**src/rtl/round_arbiter_if.sv**
```systemverilog
// Request/grant, shared-rounder and result bundle for round_arbiter.
// master: requesters plus the shared rounder; slave: the arbiter itself.
interface round_arbiter_if #(
  parameter int Significant_WD  = 23,
  parameter int roundmodeReg_WD = 2
);
  logic                        add_req;
  logic [Significant_WD+3:0]   add_Min;
  logic                        add_sign;
  logic                        mul_req;
  logic [Significant_WD+3:0]   mul_Min;
  logic                        mul_sign;
  logic [roundmodeReg_WD-1:0]  roundMode;
  logic                        add_gnt;
  logic                        mul_gnt;
  logic                        add_done;
  logic                        mul_done;
  logic [Significant_WD+3:0]   rnd_Min;
  logic [roundmodeReg_WD-1:0]  rnd_roundMode;
  logic                        rnd_sign;
  logic [Significant_WD-1:0]   rnd_MOut;
  logic                        rnd_ovf;
  logic                        rnd_inexact;
  logic [Significant_WD-1:0]   MOut;
  logic                        ovf_rnd;
  logic                        inexact_flag;
  logic                        owner;
  logic                        busy;
  logic                        clr_sticky;
  logic                        inexact_sticky;

  modport master (
    output add_req, add_Min, add_sign, mul_req, mul_Min, mul_sign, roundMode,
           rnd_MOut, rnd_ovf, rnd_inexact, clr_sticky,
    input  add_gnt, mul_gnt, add_done, mul_done, rnd_Min, rnd_roundMode,
           rnd_sign, MOut, ovf_rnd, inexact_flag, owner, busy, inexact_sticky
  );

  modport slave (
    input  add_req, add_Min, add_sign, mul_req, mul_Min, mul_sign, roundMode,
           rnd_MOut, rnd_ovf, rnd_inexact, clr_sticky,
    output add_gnt, mul_gnt, add_done, mul_done, rnd_Min, rnd_roundMode,
           rnd_sign, MOut, ovf_rnd, inexact_flag, owner, busy, inexact_sticky
  );
endinterface

```
**src/rtl/round_arbiter.sv**
```systemverilog
// Shares one combinational rounder between the adder and the multiplier.
// One operation takes three cycles: grant, capture, done.
//
// state | meaning
// IDLE  | waiting; a request here is granted and its operand registered
// ROUND | grant pulse; shared rounder result captured at the end
// DONE  | done pulse to the owner; back to IDLE
module round_arbiter #(
  parameter int Significant_WD  = 23,
  parameter int roundmodeReg_WD = 2
) (
  input  logic           CLK,
  input  logic           RST,
  round_arbiter_if.slave bus
);

  typedef enum logic [1:0] {IDLE = 2'd0, ROUND = 2'd1, DONE = 2'd2} state_t;

  state_t                     state;
  state_t                     state_nxt;
  logic                       any_req;
  logic                       pick;
  logic                       cur;
  logic                       last_grant;
  logic [Significant_WD+3:0]  sel_min;
  logic                       sel_sign;
  logic [roundmodeReg_WD-1:0] sel_mode;

  assign any_req  = bus.add_req | bus.mul_req;
  assign sel_mode = bus.roundMode;

  // Round-robin pick: on a tie the requester opposite the last grant wins.
  always_comb begin
    pick = 1'b0;
    if (bus.add_req && bus.mul_req) begin
      pick = ~last_grant;
    end else if (bus.mul_req) begin
      pick = 1'b1;
    end
    sel_min  = pick ? bus.mul_Min  : bus.add_Min;
    sel_sign = pick ? bus.mul_sign : bus.add_sign;
  end

  // State register.
  always_ff @(posedge CLK or posedge RST) begin
    if (RST) begin
      state <= IDLE;
    end else begin
      state <= state_nxt;
    end
  end

  // Next-state logic; requests arriving while busy simply wait for IDLE.
  always_comb begin
    state_nxt = state;
    case (state)
      IDLE:    if (any_req) state_nxt = ROUND;
      ROUND:   state_nxt = DONE;
      DONE:    state_nxt = IDLE;
      default: state_nxt = IDLE;
    endcase
  end

  // Operand registration at grant, result capture in ROUND, sticky flag.
  always_ff @(posedge CLK or posedge RST) begin
    if (RST) begin
      bus.rnd_Min        <= '0;
      bus.rnd_sign       <= 1'b0;
      bus.rnd_roundMode  <= '0;
      cur                <= 1'b0;
      last_grant         <= 1'b1;
      bus.MOut           <= '0;
      bus.ovf_rnd        <= 1'b0;
      bus.inexact_flag   <= 1'b0;
      bus.owner          <= 1'b0;
      bus.inexact_sticky <= 1'b0;
    end else begin
      if (state == IDLE && any_req) begin
        bus.rnd_Min       <= sel_min;
        bus.rnd_sign      <= sel_sign;
        bus.rnd_roundMode <= sel_mode;
        cur               <= pick;
        last_grant        <= pick;
      end
      if (state == ROUND) begin
        bus.MOut         <= bus.rnd_MOut;
        bus.ovf_rnd      <= bus.rnd_ovf;
        bus.inexact_flag <= bus.rnd_inexact;
        bus.owner        <= cur;
      end
      if (state == ROUND && bus.rnd_inexact) begin
        bus.inexact_sticky <= 1'b1;
      end else if (bus.clr_sticky) begin
        bus.inexact_sticky <= 1'b0;
      end
    end
  end

  // Pulses decoded from state; cur and owner keep the pairs mutually exclusive.
  always_comb begin
    bus.add_gnt  = (state == ROUND) && !cur;
    bus.mul_gnt  = (state == ROUND) &&  cur;
    bus.add_done = (state == DONE)  && !bus.owner;
    bus.mul_done = (state == DONE)  &&  bus.owner;
    bus.busy     = (state != IDLE);
  end

endmodule

```
**src/flat_wrapper.sv**
```systemverilog
// flat-port wrapper written by rule: the top's interface ports become plain ports
module round_arbiter_flat 
#(
  parameter int Significant_WD  = 23,
  parameter int roundmodeReg_WD = 2
)
  (CLK, RST, bus_add_req, bus_add_Min, bus_add_sign, bus_mul_req, bus_mul_Min, bus_mul_sign, bus_roundMode, bus_rnd_MOut, bus_rnd_ovf, bus_rnd_inexact, bus_clr_sticky, bus_add_gnt, bus_mul_gnt, bus_add_done, bus_mul_done, bus_rnd_Min, bus_rnd_roundMode, bus_rnd_sign, bus_MOut, bus_ovf_rnd, bus_inexact_flag, bus_owner, bus_busy, bus_inexact_sticky);
  round_arbiter_if #(.Significant_WD(Significant_WD), .roundmodeReg_WD(roundmodeReg_WD)) bus_i ();
  input  logic CLK;
  input  logic RST;
  input wire logic [$bits(bus_i.add_req)-1:0] bus_add_req;
  input wire logic [$bits(bus_i.add_Min)-1:0] bus_add_Min;
  input wire logic [$bits(bus_i.add_sign)-1:0] bus_add_sign;
  input wire logic [$bits(bus_i.mul_req)-1:0] bus_mul_req;
  input wire logic [$bits(bus_i.mul_Min)-1:0] bus_mul_Min;
  input wire logic [$bits(bus_i.mul_sign)-1:0] bus_mul_sign;
  input wire logic [$bits(bus_i.roundMode)-1:0] bus_roundMode;
  input wire logic [$bits(bus_i.rnd_MOut)-1:0] bus_rnd_MOut;
  input wire logic [$bits(bus_i.rnd_ovf)-1:0] bus_rnd_ovf;
  input wire logic [$bits(bus_i.rnd_inexact)-1:0] bus_rnd_inexact;
  input wire logic [$bits(bus_i.clr_sticky)-1:0] bus_clr_sticky;
  output wire logic [$bits(bus_i.add_gnt)-1:0] bus_add_gnt;
  output wire logic [$bits(bus_i.mul_gnt)-1:0] bus_mul_gnt;
  output wire logic [$bits(bus_i.add_done)-1:0] bus_add_done;
  output wire logic [$bits(bus_i.mul_done)-1:0] bus_mul_done;
  output wire logic [$bits(bus_i.rnd_Min)-1:0] bus_rnd_Min;
  output wire logic [$bits(bus_i.rnd_roundMode)-1:0] bus_rnd_roundMode;
  output wire logic [$bits(bus_i.rnd_sign)-1:0] bus_rnd_sign;
  output wire logic [$bits(bus_i.MOut)-1:0] bus_MOut;
  output wire logic [$bits(bus_i.ovf_rnd)-1:0] bus_ovf_rnd;
  output wire logic [$bits(bus_i.inexact_flag)-1:0] bus_inexact_flag;
  output wire logic [$bits(bus_i.owner)-1:0] bus_owner;
  output wire logic [$bits(bus_i.busy)-1:0] bus_busy;
  output wire logic [$bits(bus_i.inexact_sticky)-1:0] bus_inexact_sticky;
  assign bus_i.add_req = bus_add_req;
  assign bus_i.add_Min = bus_add_Min;
  assign bus_i.add_sign = bus_add_sign;
  assign bus_i.mul_req = bus_mul_req;
  assign bus_i.mul_Min = bus_mul_Min;
  assign bus_i.mul_sign = bus_mul_sign;
  assign bus_i.roundMode = bus_roundMode;
  assign bus_i.rnd_MOut = bus_rnd_MOut;
  assign bus_i.rnd_ovf = bus_rnd_ovf;
  assign bus_i.rnd_inexact = bus_rnd_inexact;
  assign bus_i.clr_sticky = bus_clr_sticky;
  assign bus_add_gnt = bus_i.add_gnt;
  assign bus_mul_gnt = bus_i.mul_gnt;
  assign bus_add_done = bus_i.add_done;
  assign bus_mul_done = bus_i.mul_done;
  assign bus_rnd_Min = bus_i.rnd_Min;
  assign bus_rnd_roundMode = bus_i.rnd_roundMode;
  assign bus_rnd_sign = bus_i.rnd_sign;
  assign bus_MOut = bus_i.MOut;
  assign bus_ovf_rnd = bus_i.ovf_rnd;
  assign bus_inexact_flag = bus_i.inexact_flag;
  assign bus_owner = bus_i.owner;
  assign bus_busy = bus_i.busy;
  assign bus_inexact_sticky = bus_i.inexact_sticky;
  round_arbiter #(.Significant_WD(Significant_WD), .roundmodeReg_WD(roundmodeReg_WD)) u_core (.CLK(CLK), .RST(RST), .bus(bus_i));
endmodule
```
**config.mk**
```make
export PLATFORM = sky130hd
export DESIGN_NAME = round_arbiter_flat
export DESIGN_NICKNAME = d
export VERILOG_FILES = /design/src/rtl/round_arbiter_if.sv /design/src/rtl/round_arbiter.sv /design/src/flat_wrapper.sv
export SDC_FILE = /design/constraint.sdc
export NUM_CORES = 1
export LEC_CHECK = 0
export ABC_AREA = 1
export BUFFER_PORTS_ARGS = -buffer_cell sky130_fd_sc_hd__buf_4
export CORE_UTILIZATION = 45
export CTS_BUF_LIST = sky130_fd_sc_hd__clkbuf_2 sky130_fd_sc_hd__clkbuf_4 sky130_fd_sc_hd__clkbuf_8
export DETAILED_ROUTE_END_ITERATION = 16
export GPL_TIMING_DRIVEN = 0
export PLACE_DENSITY = 0.83
export SYNTH_ARGS = -nofsm -noshare
export SYNTH_HDL_FRONTEND = slang
export SYNTH_SLANG_ARGS = --single-unit
```
**constraint.sdc**
```tcl
create_clock -name CLK -period 2.1 [get_ports CLK]
set_input_delay 0.105 -clock CLK [delete_from_list [all_inputs] [get_ports CLK]]
set_output_delay 0.105 -clock CLK [all_outputs]
set_load 0.05 [all_outputs]
```
==> results of run 1 <==
logic make-up after synthesis:
kind of cell	count (synthesis)	synth area share, %
AO/OA/AOI/OAI	3	0.522
AND/OR/NAND/NOR	234	33.8
buffers and inverters	82	12.6
flip-flops	61	53.1
cells in the mapped netlist:
master | n | share of area (%)
dfstp_2 | 1 | 0.91
inv_1 | 60 | 7.8
nand3_1 | 56 | 9.7
nor3_1 | 2 | 0.35
nor2_4 | 2 | 0.78
dfrtp_1 | 60 | 52
inv_2 | 4 | 0.52
clkbuf_1 | 2 | 0.26
nand4_1 | 1 | 0.22
o21ai_0 | 2 | 0.35
buf_2 | 7 | 1.2
nor2_1 | 3 | 0.39
a21oi_1 | 1 | 0.17
nand2_2 | 2 | 0.43
buf_6 | 3 | 1.2
buf_4 | 6 | 1.6
nand2_1 | 168 | 22
sequential cells by signal, indices dropped and copies added (netlist names):
name / flops
u_core.last_grant: 1
u_core.bus.ovf_rnd: 1
u_core.state: 2
u_core.bus.owner: 1
u_core.cur: 1
u_core.bus.rnd_Min: 27
u_core.bus.rnd_roundMode: 2
u_core.bus.inexact_sticky: 1
u_core.bus.inexact_flag: 1
u_core.bus.MOut: 23
u_core.bus.rnd_sign: 1
power breakdown:
part / total, W / switching, W / leakage, nW / internal (W)
combinational: 0.00477 / 0.00337 / 1.88 / 0.00140
clock: 0.00105 / 0.000447 / 0.101 / 0.000602
sequential: 0.00212 / 0.000349 / 0.744 / 0.00177
metrics by stage:
step                util [%]  setup WS [ns]
detailed placement      67.8          0.666
global placement        67.5         -0.256
finish                  75.7          0.324
global route            75.7          0.218
CTS                     75.7          0.303
floorplan                  -          0.161
area by class of cell:
type	instances	area [sq um]	area share, %
sequential	61	1530	33.3
buffer	18	121	2.64
tap	75	93.8	2.04
timing repair buffer	178	1420	30.9
clock inverter	4	47.5	1.04
multi-input combinational	237	988	21.5
inverter	64	240	5.23
clock buffer	11	151	3.30
cells in the final DEF (no fill, tap or decap), types with 3 or more instances in the layout:
cell type	instances
nand3_1	56
nor2_1	3
inv_1	59
buf_2	7
dfrtp_1	60
clkbuf_8	11
buf_6	3
inv_2	5
nand2_1	168
dlygate4sd3_1	28
buf_4	155
per-layer routing:
layer	up-vias	share of wire, %	track usage [%]
met1	1460	40	32.6
met4	0	1.5	9.82
li1	1507	-	-
met5	-	0	0
met2	133	50	47.9
met3	15	8.9	8.33
critical path, stage by stage, from the launching register on:
cell	delay [ns]
dfrtp_1	0.39
inv_2	0.08
nor2_4	0.21
inv_2	0.14
buf_2	0.21
nor2_1	0.10
buf_4	0.20
what timing repair did:
action / in CTS / in global routing
resized for setup: 0 / 0
hold buffers: 28 / 0
hold endpoints to repair: 54 / 0
final timing paths:
kind | from | to | slack [ns]
max in group asynchronous | RST | u_core.bus.rnd_roundMode[1] | 1.09
setup reg to reg | u_core.last_grant | u_core.bus.rnd_Min[13] | 0.70
hold reg to reg | u_core.bus.MOut[13] | u_core.bus.MOut[13] | 0.48
setup / recovery | u_core.state[0] | bus_mul_gnt | 0.32
hold / removal | bus_rnd_MOut[11] | u_core.bus.MOut[11] | 0.00001
min in group asynchronous | RST | u_core.bus.rnd_Min[21] | 0.42
==> flow_metrics.py, run 1 <==
metrics = {
    "outcome": {
        "status": "completed",
    },
    "layout": {
        "layout.nets": 657,
        "diodes": 0,
        "drive_gt1_share_pct": 33.3,
        "fillers": 445,
        "area_delta_synth_final_pct": 59.5,
        "finalInstanceArea_sq_mm": 0.00459,
        "stdcell_count": 648,
    },
    "timing": {
        "holdWs_ns": 0.0000130,
        "max_slew.worst_pin.slew_ns": 0.613,
        "finalSetupViolCount": 0,
        "finalMaxSlewViolations": 0,
        "finalCritPeriodShare_pct": 84.6,
        "final.setup.tns_ns": 0,
        "fmax_ghz": 0.563,
        "hold_viol": 0,
        "rsz0062_at_grt": "no",
        "period_needed_ns": 1.78,
        "fin_skew_ns": 0.0112,
        "relSlewSlack_pct": 59.0,
    },
    "worst_setup_path": {
        "worstRegToRegCells": 6,
        "setup.worst_path.end_class": "output pin",
        "worstPathRequired_ns": 2.00,
        "critPathArrivalTime_ns": 1.67,
        "critPathMaxFanout": 10,
        "critPathKind": "reg2out",
        "critPathLaunchType": "flop",
    },
    "synth": {
        "synthCells": 380,
        "yosys_warnings": 0,
        "yosys.cell_types.count": 17,
        "ys_seq_elements": 61,
        "seq_area_frac_synth_pct": 53.1,
        "syn_nets": 468,
        "avgSynthCellArea_sq_um": 7.57,
        "syn_area_sq_mm": 0.00288,
    },
    "place": {
        "dp_hpwl_um": 5720,
        "dp_cells": 605,
        "gp_congestion": 0.719,
        "placed_cell_area_sq_mm": 0.00411,
        "port_buffers": 149,
    },
    "routing": {
        "vias": 3115,
        "antenna_left": 0,
        "wl_per_cell_um": 13.6,
        "drc_errors": 0,
        "routed_wl_um": 8780,
        "dr.pass1.iters": 4,
        "drt-initial-drc-count": 141,
        "routed_via_density": 4.81,
    },
    "job": {
        "max_cap_violations": 0,
    },
    "floorplan": {
        "fp.dieW_um": 82.0,
        "initial_core_util_pct": 47.5,
        "die_area_sq_mm": 0.00672,
        "fp.dieH_um": 82.0,
        "io_pins": 150,
        "placementRows": 28,
        "core_sq_mm": 0.00606,
    },
    "pwr": {
        "vdd_drop_max_v": 0.00110,
        "power_w": 0.00794,
        "powerDensity_mw_per_mm2": 1730,
        "leakage_nw": 2.72,
    },
    "global_routing": {
        "grt_pass1_wl_um": 13700,
        "grt_use_total_pct": 27.8,
        "grt-ovfl-total": 0,
        "grt_pass1_vias": 3016,
        "antenna_found_initial": 0,
        "grt_start_max_net_pins": 34,
    },
    "clock_tree": {
        "cts_buffers": 9,
        "insertion_delay_ns": 0.33,
        "cts_tree": "done",
        "clockBufferDepth": 2,
        "clockRootBuffer": "clkbuf_8",
        "cts_sinks": 61,
        "clkTransAtPathRegs_ns": 0.07,
        "postCtsSetupBuffers": 0,
        "h-tree-depth": 3,
    },
    "hold_path": {
        "hold_depth": 3,
        "hold_class": "in2reg",
    },
}
No activity file was read; power rests on OpenSTA's default activity.
==> run 2: changes to the inputs <==
==> constraint.sdc (replaced) <==
create_clock -name CLK -period 1.7 [get_ports CLK]
set_input_delay 0.085 -clock CLK [delete_from_list [all_inputs] [get_ports CLK]]
set_output_delay 0.085 -clock CLK [all_outputs]
set_load 0.05 [all_outputs]
==> flow_metrics.py, run 2 (synthesis gave the netlist of run 1 again) <==
metrics = {
    "outcome": {
        "status": "completed",
    },
    "timing": {
        "max_slew.worst_pin.slew_ns": 0.633,
        "final.setup.tns_ns": 0,
        "setup_slack_ns": 0.140,
        "period_needed_ns": 1.56,
        "rsz0062_at_grt": "no",
        "relSlewSlack_pct": 57.7,
        "hold_viol": 0,
        "fin_skew_ns": 0.00775,
        "finalSetupViolCount": 0,
        "finalMaxSlewViolations": 0,
        "finalCritPeriodShare_pct": 91.8,
        "fmax_ghz": 0.641,
    },
    "layout": {
        "largest_reg_flops": 27,
        "layout_commonest_cell": "nand2_1",
        "final_cell_mix": "nand2_1, buf_4, dfrtp_1",
        "stdcell_count": 650,
        "diodes": 0,
        "top_regs": "u_core.bus.rnd_Min (27), u_core.bus.MOut (23)",
        "layout.nets": 661,
        "drive_gt1_share_pct": 33.6,
        "area_delta_synth_final_pct": 59.5,
        "top_register": "u_core.bus.rnd_Min",
    },
    "worst_setup_path": {
        "critPathLaunchType": "flop",
        "critPathMaxFanout": 10,
        "r2r_start": "u_core.state[0]",
        "reg2reg_slack_ns": 0.17,
        "worstPathRequired_ns": 1.62,
        "worstRegToRegCells": 6,
        "worstReg2RegEnd": "u_core.bus.inexact_sticky",
        "critPathKind": "reg2out",
        "setup.worst_path.end_class": "output pin",
        "critPathArrivalTime_ns": 1.47,
    },
    "floorplan": {
        "io_pins": 150,
        "placementRows": 28,
        "initial_core_util_pct": 47.5,
        "die_area_sq_mm": 0.00672,
        "core_sq_mm": 0.00606,
        "fp.dieW_um": 82.0,
        "fp.dieH_um": 82.0,
    },
    "global_routing": {
        "antenna_found_initial": 0,
        "grt_start_max_net_pins": 34,
        "grt-ovfl-total": 0,
        "grt_pass1_vias": 2998,
        "grt_use_total_pct": 27.7,
        "grt_pass1_wl_um": 13700,
    },
    "place": {
        "gp_congestion": 0.735,
        "dp_hpwl_um": 5740,
        "port_buffers": 149,
        "place_ws_ns": 0.294,
        "dp_cells": 605,
    },
    "clock_tree": {
        "cts_sinks": 61,
        "insertion_delay_ns": 0.33,
        "clockRootBuffer": "clkbuf_8",
        "cts_tree": "done",
        "h-tree-depth": 3,
        "clockBufferDepth": 2,
        "cts_buffers": 9,
        "clkTransAtPathRegs_ns": 0.06,
    },
    "pwr": {
        "vdd_drop_max_v": 0.00173,
        "powerDensity_mw_per_mm2": 2100,
        "leakage_nw": 2.73,
    },
    "routing": {
        "drt-initial-drc-count": 141,
        "routed_wl_um": 8840,
        "antenna_left": 0,
        "dr.pass1.iters": 4,
        "routed_via_density": 4.78,
        "vias": 3104,
        "drc_errors": 0,
        "wl_per_cell_um": 13.6,
    },
    "hold_path": {
        "hold_class": "in2reg",
        "worstHoldStart": "bus_add_Min[5]",
        "hold-path-endpoint": "u_core.bus.rnd_Min[5]",
        "hold_depth": 5,
    },
    "job": {
        "max_cap_violations": 0,
    },
}
-- run 2: cell types whose count changed in the layout (fill, tap and decap cells not counted), sizes merged --
cell and delta:
dlygate4sd3 +2, buf +1, clkinv +1, bufinv -1
clkinvlp -1
-- run 2: final cells by class --
cell class                      count  area [sq um]
Buffer                             18           124
Clock buffer                       10           138
Clock inverter                      3          15.0
Fill cell                         432          1470
Inverter                           64           240
Multi-Input combinational cell    237           998
Sequential cell                    61          1530
Tap cell                           75          93.8
Timing Repair Buffer              182          1450
-- run 2: repair_timing --
action                     in CTS  in global routing
setup endpoints to repair       1                  1
setup buffers                   1                  1
resized for setup               0                  1
hold buffers                   30                  0
hold endpoints to repair       56                  0
pin swaps                       1                  0
-- run 2: worst max-delay path, stage by stage, from the launching register on --
cell and delay, ns:
dfrtp_1 0.38, inv_2 0.09, nor2_4 0.05, inv_2 0.15, clkbuf_4 0.24, nor2_1 0.05, buf_4 0.18
-- run 2: how the worst max path moves through the flow --
stage                          from                   to  cells after the start
floorplan           u_core.state[0]     u_core.bus.owner                      5
global placement                RST  u_core.bus.MOut[12]                      2
detailed placement  u_core.state[0]          bus_mul_gnt                      6
CTS                 u_core.state[0]          bus_mul_gnt                      6
global route        u_core.state[0]          bus_mul_gnt                      6
finish              u_core.state[0]          bus_mul_gnt                      6
-- run 2: routing by layer --
layer,GRT usage [%],wire [um],vias up
met2,47.4,4350,156
met4,11.8,208,0
met5,0,0,-
li1,-,-,1518
met3,7.67,753,24
met1,32.4,3530,1406
-- run 2: per-stage QoR --
stage / utilization (%) / hold WS [ns] / total power (W) / area [sq um]
5_1_grt: 75.7 / 0.0690 / 0.0102 / 4590
2_1_floorplan: - / 0.193 / 0.00657 / 2890
3_5_place_dp: 68.0 / 0.210 / 0.00840 / 4120
6_report: 75.7 / 0.0548 / 0.00964 / 4590
4_1_cts: 75.6 / 0.0479 / 0.00954 / 4580
3_3_place_gp: 67.7 / 0.277 / 0.00828 / 4100
-- run 2: report_power, final --
group          switching [W]  internal [W]
registers           0.000433       0.00219
logic                0.00420       0.00178
clock network       0.000503      0.000535
total                0.00514       0.00451
